--- config.mk ---
export PLATFORM = sky130hd
export DESIGN_NAME = uart_io_arbiter
export DESIGN_NICKNAME = d
export VERILOG_FILES = /design/src/rtl/uart_io_arbiter.sv
export SDC_FILE = /design/constraint.sdc
export NUM_CORES = 1
export LEC_CHECK = 0
export ABC_CLOCK_PERIOD_IN_PS = 3700
export CORE_MARGIN = 8
export CORE_UTILIZATION = 40
export CTS_CLUSTER_SIZE = 40
export DETAILED_ROUTE_END_ITERATION = 7
export GPL_TIMING_DRIVEN = 0
export PLACE_DENSITY = 0.64
export REMOVE_ABC_BUFFERS = 1
export SLEW_MARGIN = 10
export SYNTH_ARGS = -nofsm -noshare
export SYNTH_HDL_FRONTEND = slang
export SYNTH_SLANG_ARGS = --single-unit
--- constraint.sdc ---
create_clock -name clk -period 3.7 [get_ports clk]
set_input_delay 1.11 -clock clk [delete_from_list [all_inputs] [get_ports clk]]
set_output_delay 1.11 -clock clk [all_outputs]
set_load 0.01 [all_outputs]
--- src/rtl/uart_io_arbiter.sv ---
// uart_io_arbiter: IO-port glue between a PicoBlaze-style processor bus and a
// single rs232_uart. Decodes the UART/status ports, queues processor TX bytes,
// and round-robin shares the UART TX/RX path with a debug loopback requester.
module uart_io_arbiter #(
    parameter int unsigned PQ_DEPTH  = 4,
    parameter int unsigned PQ_AW     = 2,
    parameter logic [7:0]  PORT_UART = 8'h01,
    parameter logic [7:0]  PORT_RXP  = 8'h02,
    parameter logic [7:0]  PORT_TXF  = 8'h03,
    parameter logic [7:0]  PORT_STAT = 8'h04
) (
    input  logic       clk,
    input  logic       reset_n,
    input  logic [7:0] io_port_id,
    input  logic [7:0] io_write_data,
    input  logic       io_write_strobe,
    input  logic       io_read_strobe,
    output logic [7:0] io_read_data,
    input  logic       debug_req,
    input  logic [7:0] uart_rx_data,
    input  logic       uart_rx_present,
    output logic       uart_rx_ack,
    output logic [7:0] uart_tx_data,
    output logic       uart_tx_write,
    input  logic       uart_tx_full,
    output logic       overflow
);

    typedef enum logic [1:0] {
        ST_IDLE  = 2'd0,
        ST_ISSUE = 2'd1,
        ST_GAP   = 2'd2
    } state_e;

    typedef enum logic {
        REQ_PQ = 1'b0,
        REQ_LB = 1'b1
    } req_e;

    localparam logic [PQ_AW:0] PQ_FULL_CNT = (PQ_AW + 1)'(PQ_DEPTH);

    // Registered state
    logic [7:0]       rd_data_q;
    logic             rx_ack_q;
    logic             overflow_q;
    logic [1:0]       dbg_sync_q;
    logic             dbg_prev_q;
    logic             lb_pending_q;
    logic             lb_valid_q;
    logic [7:0]       lb_byte_q;
    logic [7:0]       pq_mem_q [PQ_DEPTH];
    logic [PQ_AW-1:0] pq_wr_ptr_q;
    logic [PQ_AW-1:0] pq_rd_ptr_q;
    logic [PQ_AW:0]   pq_count_q;
    state_e           state_q;
    req_e             grant_q;
    req_e             rr_last_q;
    logic [7:0]       tx_data_q;
    logic             tx_write_q;

    // Next-state / decode
    logic [7:0] rd_data_d;
    req_e       grant_d;
    logic [7:0] tx_byte_d;
    logic       proc_rd_uart;
    logic       rd_stat;
    logic       pq_push_req;
    logic       pq_push;
    logic       pq_pop;
    logic       pq_drop;
    logic       pq_full;
    logic       pq_empty;
    logic       lb_edge;
    logic       lb_pop;
    logic       lb_clr;
    logic [2:0] stat_cnt;
    logic [7:0] pq_head;

    assign proc_rd_uart = io_read_strobe  && (io_port_id == PORT_UART);
    assign rd_stat      = io_read_strobe  && (io_port_id == PORT_STAT);
    assign pq_push_req  = io_write_strobe && (io_port_id == PORT_UART);
    assign pq_full      = (pq_count_q == PQ_FULL_CNT);
    assign pq_empty     = (pq_count_q == '0);
    assign pq_pop       = (state_q == ST_ISSUE) && (grant_q == REQ_PQ);
    assign pq_push      = pq_push_req && (!pq_full || pq_pop);
    assign pq_drop      = pq_push_req && pq_full && !pq_pop;
    assign pq_head      = pq_mem_q[pq_rd_ptr_q];
    assign stat_cnt     = 3'(pq_count_q);
    assign lb_edge      = dbg_sync_q[1] && !dbg_prev_q;
    // The UART drops its FIFO head on the edge where rx_ack is high, so while an
    // ack is in flight the head still shows the byte being popped; the loopback
    // waits that cycle out to avoid capturing the same byte twice.
    assign lb_pop       = lb_pending_q && uart_rx_present && !proc_rd_uart && !rx_ack_q;
    assign lb_clr       = (state_q == ST_ISSUE) && (grant_q == REQ_LB);

    assign io_read_data  = rd_data_q;
    assign uart_rx_ack   = rx_ack_q;
    assign uart_tx_data  = tx_data_q;
    assign uart_tx_write = tx_write_q;
    assign overflow      = overflow_q;

    // Read port decode mux
    always_comb begin
        rd_data_d = '0;
        case (io_port_id)
            PORT_UART: rd_data_d = uart_rx_present ? uart_rx_data : '0;
            PORT_RXP:  rd_data_d = {7'b0, uart_rx_present};
            PORT_TXF:  rd_data_d = {7'b0, uart_tx_full | pq_full};
            PORT_STAT: rd_data_d = {overflow_q, lb_pending_q, lb_valid_q, 2'b00, stat_cnt};
            default:   rd_data_d = '0;
        endcase
    end

    // Registered read data, RX pop pulse and sticky overflow flag
    always_ff @(posedge clk or negedge reset_n) begin
        if (!reset_n) begin
            rd_data_q  <= '0;
            rx_ack_q   <= 1'b0;
            overflow_q <= 1'b0;
        end else begin
            if (io_read_strobe) begin
                rd_data_q <= rd_data_d;
            end
            rx_ack_q <= (proc_rd_uart && uart_rx_present) || lb_pop;
            // A drop in the same cycle as a status read stays visible
            if (pq_drop) begin
                overflow_q <= 1'b1;
            end else if (rd_stat) begin
                overflow_q <= 1'b0;
            end
        end
    end

    // debug_req synchronizer and edge history
    always_ff @(posedge clk or negedge reset_n) begin
        if (!reset_n) begin
            dbg_sync_q <= '0;
            dbg_prev_q <= 1'b0;
        end else begin
            dbg_sync_q <= {dbg_sync_q[0], debug_req};
            dbg_prev_q <= dbg_sync_q[1];
        end
    end

    // Loopback request / captured byte
    always_ff @(posedge clk or negedge reset_n) begin
        if (!reset_n) begin
            lb_pending_q <= 1'b0;
            lb_valid_q   <= 1'b0;
            lb_byte_q    <= '0;
        end else begin
            if (lb_edge && !lb_pending_q && !lb_valid_q) begin
                lb_pending_q <= 1'b1;
            end else if (lb_pop) begin
                lb_pending_q <= 1'b0;
            end
            if (lb_pop) begin
                lb_valid_q <= 1'b1;
                lb_byte_q  <= uart_rx_data;
            end else if (lb_clr) begin
                lb_valid_q <= 1'b0;
            end
        end
    end

    // Processor TX queue storage
    always_ff @(posedge clk) begin
        if (pq_push) begin
            pq_mem_q[pq_wr_ptr_q] <= io_write_data;
        end
    end

    // Processor TX queue pointers and occupancy
    always_ff @(posedge clk or negedge reset_n) begin
        if (!reset_n) begin
            pq_wr_ptr_q <= '0;
            pq_rd_ptr_q <= '0;
            pq_count_q  <= '0;
        end else begin
            if (pq_push) begin
                pq_wr_ptr_q <= pq_wr_ptr_q + PQ_AW'(1);
            end
            if (pq_pop) begin
                pq_rd_ptr_q <= pq_rd_ptr_q + PQ_AW'(1);
            end
            case ({pq_push, pq_pop})
                2'b10:   pq_count_q <= pq_count_q + (PQ_AW + 1)'(1);
                2'b01:   pq_count_q <= pq_count_q - (PQ_AW + 1)'(1);
                default: pq_count_q <= pq_count_q;
            endcase
        end
    end

    // Round-robin choice between queue head and loopback byte
    always_comb begin
        grant_d = REQ_PQ;
        if (!pq_empty && lb_valid_q) begin
            grant_d = (rr_last_q == REQ_PQ) ? REQ_LB : REQ_PQ;
        end else if (lb_valid_q) begin
            grant_d = REQ_LB;
        end
        tx_byte_d = (grant_d == REQ_LB) ? lb_byte_q : pq_head;
    end

    // TX arbiter FSM: IDLE grants, ISSUE pulses tx_write, GAP lets tx_full settle
    always_ff @(posedge clk or negedge reset_n) begin
        if (!reset_n) begin
            state_q    <= ST_IDLE;
            grant_q    <= REQ_PQ;
            rr_last_q  <= REQ_PQ;
            tx_data_q  <= '0;
            tx_write_q <= 1'b0;
        end else begin
            case (state_q)
                ST_IDLE: begin
                    tx_write_q <= 1'b0;
                    if (!uart_tx_full && (!pq_empty || lb_valid_q)) begin
                        grant_q    <= grant_d;
                        tx_data_q  <= tx_byte_d;
                        tx_write_q <= 1'b1;
                        state_q    <= ST_ISSUE;
                    end
                end
                ST_ISSUE: begin
                    tx_write_q <= 1'b0;
                    rr_last_q  <= grant_q;
                    state_q    <= ST_GAP;
                end
                ST_GAP: begin
                    tx_write_q <= 1'b0;
                    state_q    <= ST_IDLE;
                end
                default: begin
                    tx_write_q <= 1'b0;
                    state_q    <= ST_IDLE;
                end
            endcase
        end
    end

endmodule

==> results.ini <==
[outcome]
status = finished clean

[pwr]
ir_drop_mv = 0.351
finalPower_mw = 2.46
p_leak_nw = 1.52
p_per_area_nw_per_um2 = 626

[placement]
place_hpwl_mm = 4.36
port_buffers = 49
gp_congestion = 0.821

[floorplanning]
ios = 50
initial_core_util_pct = 41.0
core_area_um2 = 7690
rows = 32
die_x_um = 105
die_area_um2 = 11000
fp.dieH_um = 105

[sta]
worst_clock_skew_ns = 0.00635
finalSetupViolations = 0
relSlewSlack_pct = 32.9
rsz0062_at_grt = no
tightest_slew_ns = 1.01
drv_slew = 0
tns_ns = 0
period_share_pct = 90.3
max_freq_mhz = 299
min_period_ns = 3.34
hold_violations = 0

[logic_synthesis]
syn_inst = 206
synth-xor-area-share_pct = 1.67
ys_warn_count = 0
synthAdderAreaFrac_pct = 2.62
yosys.area_share.simple_pct = 8.29
synth_area_leaders = dfrtp_1 34%, edfxtp_1 30%, mux4_2 5.7%, mux2_2 3.2%, mux2i_1 2.9%
async_reset_ff_share_pct = 57.3
syn-cell-area_um2 = 3160
yosysSeqAreaShare_pct = 64.6
synth_compound_area_share_pct = 7.61
synth_top_area_share_pct = 34.1
synth.avg_cell_area_um2 = 15.3
yosysTopAreaCell = dfrtp_1
synth_flop_cell = dfrtp_1
synth-edff-count = 32
muxShareOfSynthArea_pct = 12.3
synth_seq_cells = 75
yosysUniqueCellTypes = 45
synth_top_family_by_area = multiplexers

[flow_run]
cap_violations = 0

[global_routing]
first_global_vias = 1924
grt_max_degree = 37
grt_overflow_total = 0
grt_pass1_wl_mm = 10.1
grt_usage_pct = 11.8
antenna_found_initial = 0

[critical_path]
critPathMaxFanout = 7
crit_type = input pin to flip-flop
critPathRequiredTime_ns = 3.93
end_kind = flip-flop
start_kind = input pin
arrival_ns = 3.57

[drt]
routed_wl_mm = 6.09
wl_per_cell_um = 16.6
drt_iter0_drc = 59
via_count = 1787
dr.pass1.iters = 4
drc = 0
ant_nets = 0
viasPerCell = 4.87

[finish]
drive_gt1_share_pct = 17.4
antennaDiodeCount = 0
layout_commonest_cell = clkdlybuf4s50_1
layout_common_cells = 48 x clkdlybuf4s50_1, 43 x dfrtp_1, 32 x edfxtp_1, 15 x inv_1, 13 x nor2_1
area_growth_pct = 24.7
nets = 297

[clock_tree]
path_clk_slew_ns = 0.07
clock_sinks = 75
cts_tree = yes
cts-htree-levels = 3
cts_buffers = 9
cts_buffer_depth = 2
worst_skew_pair.late_latency_ns = 0.34
cts_hold_buf = 0
cts_root_buffer = clkbuf_8
cts_resized = 0
postCtsSetupBuffers = 0

[min_path]
worstHoldPathType = flip-flop to flip-flop

## stage by stage
stage | worst slack (ns) | utilization (%) | instances | hold WS (ns) | cell area, um2
floorplan | 0.674 | - | 199 | 0.331 | 3120
global placement | 0.0301 | 48.6 | 350 | 0.339 | 3730
detailed placement | 0.0252 | 48.8 | 351 | 0.337 | 3750
CTS | 0.366 | 51.2 | 367 | 0.353 | 3930
global route | 0.180 | 51.2 | 367 | 0.367 | 3930
finish | 0.357 | 51.2 | 367 | 0.351 | 3930
## where the power goes
part / internal [mW] / switching [mW] / leakage, nW
Sequential: 1.03 / 0.162 / 0.807
Combinational: 0.400 / 0.290 / 0.617
Clock: 0.302 / 0.284 / 0.0956
## state kept, by name, summed over array words and instances (netlist names), 3 cells and up
name,count
lb_byte_q,8
io_read_data,8
pq_count_q,3
uart_tx_data,8
pq_mem_q,32
## cell families after synthesis
| logic type | after synthesis |
|---|---|
| flops | 75 |
| fa+ha+maj | 6 |
| simple gates | 41 |
| compound gates | 29 |
| xor+xnor | 6 |
| mux | 27 |
| buf+inv | 22 |
## cell usage after synthesis (5+ instances only)
cell      count
dfrtp_1      43
nor2_1       13
mux2i_1       9
edfxtp_1     32
ha_1          5
a221o_1       5
inv_1        15
mux4_2        8
nor2b_1       5
mux2_2        9
a21oi_1      10
## final timing paths
check	cells after the start	startpoint	to	slack, ns
min	0	dbg_sync_q[0]$_DFF_PN0_	dbg_sync_q[1]$_DFF_PN0_	0.35
max in group asynchronous	2	reset_n	uart_tx_data[3]$_DFFE_PN0P_	2.65
max	10	io_port_id[0]	pq_count_q[2]$_DFFE_PN0P_	0.36
max reg2reg	10	state_q[0]$_DFFE_PN0P_	pq_count_q[2]$_DFFE_PN0P_	1.20
min reg2reg	0	dbg_sync_q[0]$_DFF_PN0_	dbg_sync_q[1]$_DFF_PN0_	0.35
min in group asynchronous	1	reset_n	uart_tx_write$_DFF_PN0_	0.61
## per-layer routing
metal	wire length [um]	up-vias	track usage, %
met5	0	-	0
met4	138	0	7.03
li1	-	873	-
met1	2860	855	15.1
met2	2790	47	17.4
met3	306	12	3.56
## worst max-delay path: stages
cell and delay [ns]:
clkdlybuf4s50_1 0.50, nor3b_1 0.70, and4_4 0.40, inv_1 0.06, ha_1 0.22, inv_1 0.07, fa_1 0.18, xor2_1 0.15
nor2_1 0.06, xor2_1 0.14
## cell type report
class | count | area (um2)
clock buffer | 14 | 174
clock inverter | 2 | 10.0
fill | 698 | 3750
inverter | 15 | 56.3
multi-input combinational | 109 | 1020
sequential | 75 | 2040
tap | 102 | 128
timing repair buffer | 50 | 505
(Power assumes the default switching activity.)
